## src/rtl/uart_pkg.sv

```systemverilog
// Shared register map, bit positions and trigger-level helper for the UART RX controller.
package uart_pkg;

  // Register addresses
  localparam logic [1:0] ADDR_RBR = 2'd0;
  localparam logic [1:0] ADDR_LCR = 2'd1;
  localparam logic [1:0] ADDR_LSR = 2'd2;
  localparam logic [1:0] ADDR_IER = 2'd3;  // IER on read, IER/FCR on write

  // LCR fields
  localparam int LCR_WLS_LO = 0;
  localparam int LCR_WLS_HI = 1;
  localparam int LCR_PEN    = 3;
  localparam int LCR_EPS    = 4;
  localparam int LCR_STICKY = 5;
  localparam logic [7:0] LCR_RESET = 8'h03;

  // LSR fields
  localparam int LSR_DR = 0;
  localparam int LSR_OE = 1;
  localparam int LSR_PE = 2;
  localparam int LSR_FE = 3;
  localparam int LSR_TO = 4;

  // IER/FCR fields
  localparam int IER_RDA     = 0;
  localparam int IER_ERR     = 1;
  localparam int IER_TO      = 2;
  localparam int IER_TRIG_LO = 4;
  localparam int IER_TRIG_HI = 5;
  localparam int FCR_FLUSH   = 7;

  typedef enum logic [1:0] {
    TRIG_1  = 2'b00,
    TRIG_4  = 2'b01,
    TRIG_8  = 2'b10,
    TRIG_14 = 2'b11
  } trig_e;

  // FIFO fill level that raises the data-ready interrupt
  function automatic logic [3:0] trig_level(input trig_e t);
    case (t)
      TRIG_1:  trig_level = 4'd1;
      TRIG_4:  trig_level = 4'd4;
      TRIG_8:  trig_level = 4'd8;
      default: trig_level = 4'd14;
    endcase
  endfunction

endpackage

```

## src/rtl/uart_rx_ctrl_fifo.sv

```systemverilog
// Synchronous byte FIFO for received characters. A push into a full FIFO is
// accepted only when a pop frees a slot in the same cycle; flush overrides both.
module rx_fifo #(
  parameter  int FIFO_DEPTH = 16,
  localparam int AW = $clog2(FIFO_DEPTH)
) (
  input  logic         baud_clk,
  input  logic         reset_n,
  input  logic         push,
  input  logic         pop,
  input  logic         flush,
  input  logic [7:0]   wdata,
  output logic [7:0]   rdata,
  output logic         full,
  output logic         empty,
  output logic [AW:0]  count
);

  localparam logic [AW:0] FULL_CNT = (AW+1)'(FIFO_DEPTH);

  logic [7:0]    mem [FIFO_DEPTH];
  logic [AW-1:0] wr_ptr, rd_ptr;
  logic          do_push, do_pop;

  assign full    = (count == FULL_CNT);
  assign empty   = (count == '0);
  assign do_pop  = pop & ~empty;
  assign do_push = push & (~full | do_pop);
  assign rdata   = mem[rd_ptr];

  // Storage array; contents need no reset since count gates visibility
  always_ff @(posedge baud_clk) begin
    if (do_push && !flush) mem[wr_ptr] <= wdata;
  end

  // Pointer and occupancy tracking
  always_ff @(posedge baud_clk or negedge reset_n) begin
    if (!reset_n) begin
      wr_ptr <= '0;
      rd_ptr <= '0;
      count  <= '0;
    end else if (flush) begin
      wr_ptr <= '0;
      rd_ptr <= '0;
      count  <= '0;
    end else begin
      if (do_push) wr_ptr <= wr_ptr + 1'b1;
      if (do_pop)  rd_ptr <= rd_ptr + 1'b1;
      count <= count + (AW+1)'(do_push) - (AW+1)'(do_pop);
    end
  end

endmodule

```

## src/rtl/uart_rx_ctrl.sv

```systemverilog
// Host-side UART receive controller: line-control register, RX FIFO,
// sticky line status, character timeout and a single level interrupt.
module uart_rx_ctrl import uart_pkg::*; #(
  parameter int FIFO_DEPTH    = 16,
  parameter int TIMEOUT_TICKS = 640
) (
  input  logic       baud_clk,
  input  logic       reset_n,
  input  logic       reg_wr,
  input  logic       reg_rd,
  input  logic [1:0] reg_addr,
  input  logic [7:0] reg_wdata,
  output logic [7:0] reg_rdata,
  input  logic [7:0] rx_data_i,
  input  logic       rx_wr_en_i,
  input  logic       rx_done_i,
  input  logic       parity_error_i,
  input  logic       frame_error_i,
  output logic [1:0] wls,
  output logic       pen,
  output logic       eps,
  output logic       sticky_parity,
  output logic       irq_o
);

  localparam int CW = $clog2(FIFO_DEPTH) + 1;
  localparam int TW = $clog2(TIMEOUT_TICKS + 1);
  localparam logic [TW-1:0] TO_MAX  = TW'(TIMEOUT_TICKS);
  localparam logic [TW-1:0] TO_LAST = TW'(TIMEOUT_TICKS - 1);

  logic [7:0]    lcr;
  logic [5:0]    ier;
  logic          done_q, rise;
  logic          oe, pe, fe, to;
  logic [TW-1:0] to_cnt;
  logic [7:0]    head, lsr_val;
  logic          full, empty;
  logic [CW-1:0] count, trig_lvl;
  logic          rd_rbr, rd_lsr, wr_lcr, wr_fcr, flush;
  logic          push_req, oe_set, fifo_act, to_set;
  logic          unused_wdata6;

  assign unused_wdata6 = reg_wdata[6];

  assign wls           = lcr[LCR_WLS_HI:LCR_WLS_LO];
  assign pen           = lcr[LCR_PEN];
  assign eps           = lcr[LCR_EPS];
  assign sticky_parity = lcr[LCR_STICKY];

  assign rise     = rx_done_i & ~done_q;
  assign rd_rbr   = reg_rd & (reg_addr == ADDR_RBR);
  assign rd_lsr   = reg_rd & (reg_addr == ADDR_LSR);
  assign wr_lcr   = reg_wr & (reg_addr == ADDR_LCR);
  assign wr_fcr   = reg_wr & (reg_addr == ADDR_IER);
  assign flush    = wr_fcr & reg_wdata[FCR_FLUSH];
  assign push_req = rise & rx_wr_en_i;
  // A pop in the same cycle frees the slot, and a flush discards the byte anyway
  assign oe_set   = push_req & full & ~rd_rbr & ~flush;
  // Any FIFO movement, a flush, or an empty FIFO restarts the idle count
  assign fifo_act = (push_req & ~oe_set) | (rd_rbr & ~empty) | flush | empty;
  assign to_set   = ~fifo_act & (to_cnt == TO_LAST);
  assign trig_lvl = CW'(trig_level(trig_e'(ier[IER_TRIG_HI:IER_TRIG_LO])));

  rx_fifo #(.FIFO_DEPTH(FIFO_DEPTH)) u_fifo (
    .baud_clk (baud_clk),
    .reset_n  (reset_n),
    .push     (push_req),
    .pop      (rd_rbr),
    .flush    (flush),
    .wdata    (rx_data_i),
    .rdata    (head),
    .full     (full),
    .empty    (empty),
    .count    (count)
  );

  // Live LSR view; DR follows FIFO occupancy directly
  always_comb begin
    lsr_val         = '0;
    lsr_val[LSR_DR] = ~empty;
    lsr_val[LSR_OE] = oe;
    lsr_val[LSR_PE] = pe;
    lsr_val[LSR_FE] = fe;
    lsr_val[LSR_TO] = to;
  end

  // Configuration registers and rx_done edge history
  always_ff @(posedge baud_clk or negedge reset_n) begin
    if (!reset_n) begin
      lcr    <= LCR_RESET;
      ier    <= '0;
      done_q <= 1'b0;
    end else begin
      done_q <= rx_done_i;
      if (wr_lcr) lcr <= reg_wdata;
      if (wr_fcr) ier <= reg_wdata[5:0];
    end
  end

  // Sticky status flags: cleared by LSR read, a coincident set wins
  always_ff @(posedge baud_clk or negedge reset_n) begin
    if (!reset_n) begin
      oe <= 1'b0;
      pe <= 1'b0;
      fe <= 1'b0;
      to <= 1'b0;
    end else begin
      oe <= oe_set                     | (oe & ~rd_lsr);
      pe <= (rise & parity_error_i)    | (pe & ~rd_lsr);
      fe <= (rise & frame_error_i)     | (fe & ~rd_lsr);
      to <= to_set                     | (to & ~rd_lsr);
    end
  end

  // Character timeout counter, saturating so TO fires once per expiry
  always_ff @(posedge baud_clk or negedge reset_n) begin
    if (!reset_n)              to_cnt <= '0;
    else if (fifo_act)         to_cnt <= '0;
    else if (to_cnt != TO_MAX) to_cnt <= to_cnt + 1'b1;
  end

  // Registered read data, held between reads
  always_ff @(posedge baud_clk or negedge reset_n) begin
    if (!reset_n) begin
      reg_rdata <= '0;
    end else if (reg_rd) begin
      case (reg_addr)
        ADDR_RBR: reg_rdata <= empty ? 8'h00 : head;
        ADDR_LCR: reg_rdata <= lcr;
        ADDR_LSR: reg_rdata <= lsr_val;
        default:  reg_rdata <= {2'b00, ier};
      endcase
    end
  end

  // Interrupt level, registered from current FIFO level and sticky flags
  always_ff @(posedge baud_clk or negedge reset_n) begin
    if (!reset_n) irq_o <= 1'b0;
    else          irq_o <= (ier[IER_RDA] & (count >= trig_lvl)) |
                           (ier[IER_ERR] & (oe | pe | fe))      |
                           (ier[IER_TO]  & to);
  end

endmodule

```

## config.mk

```make
export PLATFORM = sky130hd
export DESIGN_NAME = uart_rx_ctrl
export DESIGN_NICKNAME = d
export VERILOG_FILES = /design/src/rtl/uart_pkg.sv /design/src/rtl/uart_rx_ctrl_fifo.sv /design/src/rtl/uart_rx_ctrl.sv
export SDC_FILE = /design/constraint.sdc
export NUM_CORES = 1
export LEC_CHECK = 0
export ABC_CLOCK_PERIOD_IN_PS = 3500
export CAP_MARGIN = 20
export CORE_MARGIN = 3
export CORE_UTILIZATION = 55
export DETAILED_ROUTE_END_ITERATION = 7
export DONT_BUFFER_PORTS = 1
export PLACE_DENSITY = 0.7
export SETUP_SLACK_MARGIN = 0.05
export SLEW_MARGIN = 20
export SYNTH_ARGS = -nofsm -noshare
export SYNTH_HDL_FRONTEND = slang
export SYNTH_SLANG_ARGS = --single-unit
```

## constraint.sdc

```tcl
create_clock -name baud_clk -period 3.5 [get_ports baud_clk]
set_input_delay 0.7 -clock baud_clk [delete_from_list [all_inputs] [get_ports baud_clk]]
set_output_delay 0.7 -clock baud_clk [all_outputs]
set_load 0.05 [all_outputs]
```

==> impl_results.md, run 1 <==
- Yosys Warn Count: 0
- # clock sinks: 179
- Worst slack at placement: 0.688 ns
- Cells after Synth: 471
- Setup violators final: 0
- Most common cell after layout, fill and taps aside: edfxtp_1
- Final std cells w/o fill: 672
- H-tree levels: 4
- Root Buffer: clkbuf_16
- Setup TNS Final: 0 ns
- Async SR Flop Fraction: 0.285
- Rel. slew slack: 0.513
- Endpoint type of the worst setup path: register
- Total CTS buffers: 17
- Drt wl/cell: 22.4 um
- # rows: 42
- I/O pin total: 40
- Power Density: 733 nW/um2
- CTS tree: yes
- RSZ-0062 raised after global routing: false
- Worst-path clk slew: 0.07 ns
- Crit share post-route: 0.811
- Die X: 123 um
- Ys flop type: edfxtp_1
- Reg2reg path depth: 16
- Area grow syn2layout: 11.5%
- Via count: 4043
- DR DRC count: 0
- Leak pwr: 3.02 nW
- Min Tclk post-route: 2.84 ns
- Netlist cell types: 47
- Final WL: 15000 um
- Fin util: 0.633
- Multi-input logic area: 2270 um2
- CTS max path bufs: 2
- Initial antenna violation count: 0
- Layout Nets: 527
- Worst skew pair latency: 0.43 ns
- R2R Path Start: u_fifo.count[2]
- Worst r2r dst: u_fifo.count[4]
- CP Launch Type: register
- Clk_skew: 0.00729 ns
- Post-DP HPWL: 10300 um
- Critical path peak fanout: 7
- Total power: 6.19 mW
- Number of flops mapped to enable cells by yosys: 128
- Grt ovf: 0
- Worst-margin pin slew: 0.731 ns
- Die height: 123 um
- Die area: 15200 um2
- Largest net degree at the start of global routing: 50
- Critical Path AT: 3.19 ns
- Most frequent cells in the layout: edfxtp_1, dfrtp_1, nor2_1, mux4_2, inv_1
- Layout cells sized above 1: 0.206
- Reg area: 5120 um2
- Via density per instance: 6.02
- Core area: 13300 um2
- Starting Density: 0.568
- Final WS setup: 0.663 ns
- First-pass GRT wire length: 23200 um
- Placed cell count: 639
- Fillers: 947
- Net count after synthesis: 515
- Max-cap viol count: 0
- Vias in the first global route: 4092
- #FFs+latches synth: 179
- Diode count: 0
- Placer Congestion: 0.778
- Post-Syn Area: 7580 um2
- Final hold vios: 0
- Crit path kind: reg2reg
- Status: finished, final reports clean
- Number of port buffers: 0
- Drt first-iter violations: 329
- Global-route usage over all layers: 0.212
- Critical Path RT: 3.85 ns
- Register area share after synthesis: 0.676
- Post-DRT Antenna Nets: 0
- Worst VDD drop: 625 uV
- Slew Limit Fails: 0
- Drt first pass iters: 5
- Syn_area_per_cell: 16.1 um2
- FMAX: 353 MHz
- Flop-to-flop setup slack: 0.66 ns
- Worst min-delay path class: in2async
-- state kept, by name, indices dropped and copies added, names as in the netlist, 4 cells and up --
name / count
u_fifo.rd_ptr: 4
u_fifo.mem: 128
u_fifo.count: 5
to_cnt: 10
lcr: 8
ier: 6
u_fifo.wr_ptr: 4
reg_rdata: 8
-- worst max-delay path: stages, from the launching register on --
cell and delay, ns:
dfrtp_1 0.40, inv_1 0.09, ha_1 0.15, nor4b_1 0.24, buf_4 0.19, nor4_2 0.04, buf_4 0.16, ha_1 0.27
inv_1 0.04, ha_1 0.20, inv_1 0.07, fa_1 0.19, inv_1 0.05, a21oi_1 0.13, nor2_1 0.06, or3_1 0.34
a21oi_1 0.15
-- cells in the mapped netlist, drive strengths merged, types with 2 or more instances --
master / number / share of area
edfxtp: 128 / 0.51
dfrtp: 49 / 0.16
nor2: 40 / 0.020
mux4: 34 / 0.10
inv: 20 / 0.0099
nand2: 19 / 0.0094
nand3: 18 / 0.012
ha: 17 / 0.028
mux2: 15 / 0.022
clkbuf: 11 / 0.0054
buf: 10 / 0.0088
xor2: 10 / 0.012
a21oi: 9 / 0.0059
a22oi: 9 / 0.0089
and2: 8 / 0.0066
o21ai: 7 / 0.0046
xnor2: 7 / 0.0081
nand4: 5 / 0.0041
nor2b: 5 / 0.0041
nor4: 5 / 0.0050
a21o: 4 / 0.0040
a221oi: 4 / 0.0046
nor3b: 4 / 0.0040
o21a: 4 / 0.0040
o2bb2ai: 4 / 0.0046
mux2i: 3 / 0.0040
a22o: 2 / 0.0023
dfstp: 2 / 0.0069
nand3b: 2 / 0.0020
or3: 2 / 0.0017
or3b: 2 / 0.0023
-- through the flow --
step | hold WS [ns] | cell area, um2
after CTS | 0.0921 | 8450
after global placement | 0.406 | 7800
after floorplan | 0.404 | 7580
after global routing | 0.0797 | 8450
final | 0.109 | 8450
after detailed placement | 0.406 | 7800
-- kinds of logic (layout without fill, tap and decap cells) --
group	Yosys count	after routing	synth area share
multiplexers	52	52	0.127
buffers and inverters	41	66	0.0241
XOR/XNOR	17	17	0.0196
AND/OR/NAND/NOR	115	115	0.0760
adder cells (fa/ha/maj)	18	18	0.0307
flip-flops	179	179	0.676
AO/OA/AOI/OAI	49	49	0.0462
-- layout make-up --
class,instances,area share
clock inverter,15,0.0230
clock buffer,17,0.0504
sequential,179,0.606
inverter,20,0.00889
timing repair buffer,14,0.0163
tap,176,0.0261
multi-input combinational,251,0.269
-- power by group --
group	switching (mW)	internal (mW)
combinational	0.641	0.704
sequential	0.415	2.46
clock	0.833	1.14
-- layer usage --
metal | GRT usage | share of wire | up-vias | wire [um]
met2 | 0.340 | 0.49 | 132 | 7440
met3 | 0.0622 | 0.067 | 25 | 1010
li1 | - | - | 1830 | -
met5 | 0 | 0 | - | 0
met4 | 0.0775 | 0.019 | 0 | 286
met1 | 0.278 | 0.42 | 2056 | 6300
-- what timing repair did --
item,CTS,global route
hold endpoints to repair,49,0
buffers inserted,0,0
hold buffers,1,0
gates resized for setup,0,0
-- worst max path at each step --
stage | start | end | slack, ns | depth (start not counted)
finish | u_fifo.count[2] | u_fifo.count[4] | 0.66 | 16
global route | u_fifo.count[3] | u_fifo.count[4] | 0.46 | 16
CTS | u_fifo.count[2] | u_fifo.count[4] | 0.66 | 16
detailed placement | reg_addr[1] | u_fifo.count[4] | 0.69 | 10
global placement | u_fifo.count[3] | u_fifo.count[4] | 0.71 | 16
floorplan | reg_addr[0] | u_fifo.count[4] | 0.66 | 12
(Power assumes the default switching activity.)
==> inputs of run 2 (changes only) <==
--- a/config.mk
+++ b/config.mk
@@ -5,13 +5,13 @@
 export SDC_FILE = /design/constraint.sdc
 export NUM_CORES = 1
 export LEC_CHECK = 0
-export ABC_CLOCK_PERIOD_IN_PS = 3500
+export ABC_CLOCK_PERIOD_IN_PS = 2500
 export CAP_MARGIN = 20
 export CORE_MARGIN = 3
 export CORE_UTILIZATION = 55
 export DETAILED_ROUTE_END_ITERATION = 7
 export DONT_BUFFER_PORTS = 1
-export PLACE_DENSITY = 0.7
+export PLACE_DENSITY = 0.73
 export SETUP_SLACK_MARGIN = 0.05
 export SLEW_MARGIN = 20
 export SYNTH_ARGS = -nofsm -noshare
==> constraint.sdc (replaced) <==
create_clock -name baud_clk -period 2.5 [get_ports baud_clk]
set_input_delay 0.5 -clock baud_clk [delete_from_list [all_inputs] [get_ports baud_clk]]
set_output_delay 0.5 -clock baud_clk [all_outputs]
set_load 0.05 [all_outputs]
==> impl_results.md, run 2 (synthesized netlist as in run 1, its figures left out) <==
- # clock sinks: 179 (unchanged)
- Placer Congestion: 0.842 (was 0.778)
- Die height: 123 um (unchanged)
- Drt first-iter violations: 394 (was 329)
- Max-cap viol count: 0 (unchanged)
- Worst-margin pin slew: 0.827 ns (was 0.731 ns)
- Reg2reg path depth: 14 (was 16)
- CP Launch Type: register (unchanged)
- Status: complete, but fails checks (was finished, final reports clean)
- Met2 WL post-DR: 7990 um (was 7440 um)
- CTS tree: yes (unchanged)
- Worst min-delay path class: in2reg (was in2async)
- Largest register FFs: 128 (unchanged)
- Top Registers: u_fifo.mem: 128 flops, to_cnt: 10 flops (unchanged)
- Final WL: 16000 um (was 15000 um)
- Post-route cell area: 8730 um2 (was 8450 um2)
- Top Metal Used: met4 (unchanged)
- Metal-1 WL: 6440 um (was 6300 um)
- Number of port buffers: 0 (unchanged)
- Final WS setup: -0.0118 ns (was 0.663 ns)
- Worst VDD drop: 666 uV (was 625 uV)
- CTS max path bufs: 2 (unchanged)
- Vias in the first global route: 4423 (was 4092)
- Root Buffer: clkbuf_16 (unchanged)
- Placed inst area: 8040 um2 (was 7800 um2)
- Drt wl/cell: 23.0 um (was 22.4 um)
- Routed met3 length: 1180 um (was 1010 um)
- Drt first pass iters: 5 (unchanged)
- Starting Density: 0.568 (unchanged)
- First-pass GRT wire length: 24400 um (was 23200 um)
- Critical path peak fanout: 2 (was 7)
- Largest net degree at the start of global routing: 52 (was 50)
- Die area: 15200 um2 (unchanged)
- Via count: 4264 (was 4043)
- Worst skew pair latency: 0.44 ns (was 0.43 ns)
- Critical Path AT: 2.87 ns (was 3.19 ns)
- FMAX: 398 MHz (was 353 MHz)
- Min Tclk post-route: 2.51 ns (was 2.84 ns)
- Slew Limit Fails: 0 (unchanged)
- I/O pin total: 40 (unchanged)
- Critical Path RT: 2.86 ns (was 3.85 ns)
- Layout cells sized above 1: 0.270 (was 0.206)
- Crit share post-route: 1.00 (was 0.811)
- Total power: 8.95 mW (was 6.19 mW)
- Layout Nets: 550 (was 527)
- Diode count: 0 (unchanged)
- Most frequent cells in the layout: edfxtp_1, dfrtp_1, nor2_1, mux4_2, buf_4 (was edfxtp_1, dfrtp_1, nor2_1, mux4_2, inv_1)
- Global-route usage over all layers: 0.222 (was 0.212)
- Clk_skew: 0.0101 ns (was 0.00729 ns)
- # rows: 42 (unchanged)
- Area grow syn2layout: 15.2% (was 11.5%)
- Largest Register: u_fifo.mem (unchanged)
- Endpoint type of the worst setup path: register (unchanged)
- Crit path kind: reg2reg (unchanged)
- Failing checks: negative setup slack
- Die X: 123 um (unchanged)
- RSZ-0062 raised after global routing: true (was false)
- Post-DRT Antenna Nets: 0 (unchanged)
- Most common cell after layout, fill and taps aside: edfxtp_1 (unchanged)
- H-tree levels: 4 (unchanged)
- Post-DP HPWL: 10600 um (was 10300 um)
- Rel. slew slack: 0.444 (was 0.513)
- Core area: 13300 um2 (unchanged)
- Power Density: 1030 nW/um2 (was 733 nW/um2)
- Reg area: 5120 um2 (unchanged)
- Grt ovf: 0 (unchanged)
- Worst-path clk slew: 0.07 ns (about the same)
- Worst slack at placement: -0.171 ns (was 0.688 ns)
- Final hold vios: 0 (unchanged)
- Fillers: 907 (was 947)
- Initial antenna violation count: 0 (unchanged)
- Depth of the worst hold-timing path: 0
- Via density per instance: 6.14 (was 6.02)
- Setup violators final: 1 (was 0)
- Total CTS buffers: 17 (unchanged)
- Multi-input logic area: 2330 um2 (was 2270 um2)
- Leak pwr: 3.15 nW (was 3.02 nW)
- DR DRC count: 0 (unchanged)
==> run 2: cell count changes in the layout (fill, tap and decap cells not counted), moves of 4 or more <==
cell,delta
inv_8,+4
buf_4,+17
and2_2,+4
and2_1,-4
inv_2,+4
inv_1,-4
buf_12,+5
==> run 2: metal layers <==
| metal | track usage | vias to the layer above |
|---|---|---|
| li1 | - | 1871 |
| met1 | 0.284 | 2200 |
| met2 | 0.362 | 166 |
| met3 | 0.0631 | 27 |
| met4 | 0.0900 | 0 |
| met5 | 0 | - |
==> run 2: worst max-delay path, cell delays in order, from the launching register on <==
cell and delay (ns):
dfrtp_1 0.39, inv_2 0.09, ha_4 0.13, nor4b_4 0.26, nor4_4 0.07, ha_1 0.29, inv_1 0.04, ha_2 0.18
inv_2 0.05, fa_2 0.20, inv_2 0.04, a21oi_2 0.12, nor2_2 0.05, or3_4 0.38, a21oi_2 0.15
==> run 2: final timing paths <==
path                       slack [ns]             from              end
setup / recovery                -0.01  u_fifo.count[2]  u_fifo.count[4]
hold / removal                   0.09        rx_done_i           done_q
setup reg to reg                -0.01  u_fifo.count[2]  u_fifo.count[4]
hold reg to reg                  0.51           lcr[6]           lcr[6]
max in group asynchronous        1.65          reset_n           lcr[1]
min in group asynchronous        0.57          reset_n        to_cnt[6]
==> run 2: stage by stage <==
step	hold slack [ns]	utilization	setup TNS (ns)	std cells
6_report	0.0872	0.654	-0.0118	695
5_1_grt	0.0679	0.654	-0.0924	695
4_1_cts	0.0740	0.653	-0.0660	695
3_5_place_dp	0.206	0.602	-0.171	660
3_3_place_gp	0.205	0.602	-0.0439	660
2_1_floorplan	0.204	-	-3.81	471
==> run 2: cell type report <==
| type | count | area share |
|---|---|---|
| repair buffers | 37 | 0.0430 |
| clock buffers | 17 | 0.0487 |
| clock inverters | 15 | 0.0201 |
| inverters | 20 | 0.00860 |
| multi-input cells | 251 | 0.267 |
| well taps | 176 | 0.0252 |
| flip-flops and latches | 179 | 0.587 |
==> run 2: report_power, final <==
group          switching [mW]  internal [mW]  total, mW
sequential              0.419           3.44       3.86
clock                    1.25           1.44       2.69
combinational            1.19           1.21       2.40
total                    2.85           6.09       8.95
==> run 2: what timing repair did <==
action | in CTS | in global routing
setup endpoints to repair | 1 | 33
endpoints found under the hold margin | 51 | 0
gates resized for setup | 11 | 6
hold buffers | 2 | 0
pin swaps | 4 | 4
setup buffers | 1 | 0
gates cloned | 0 | 0
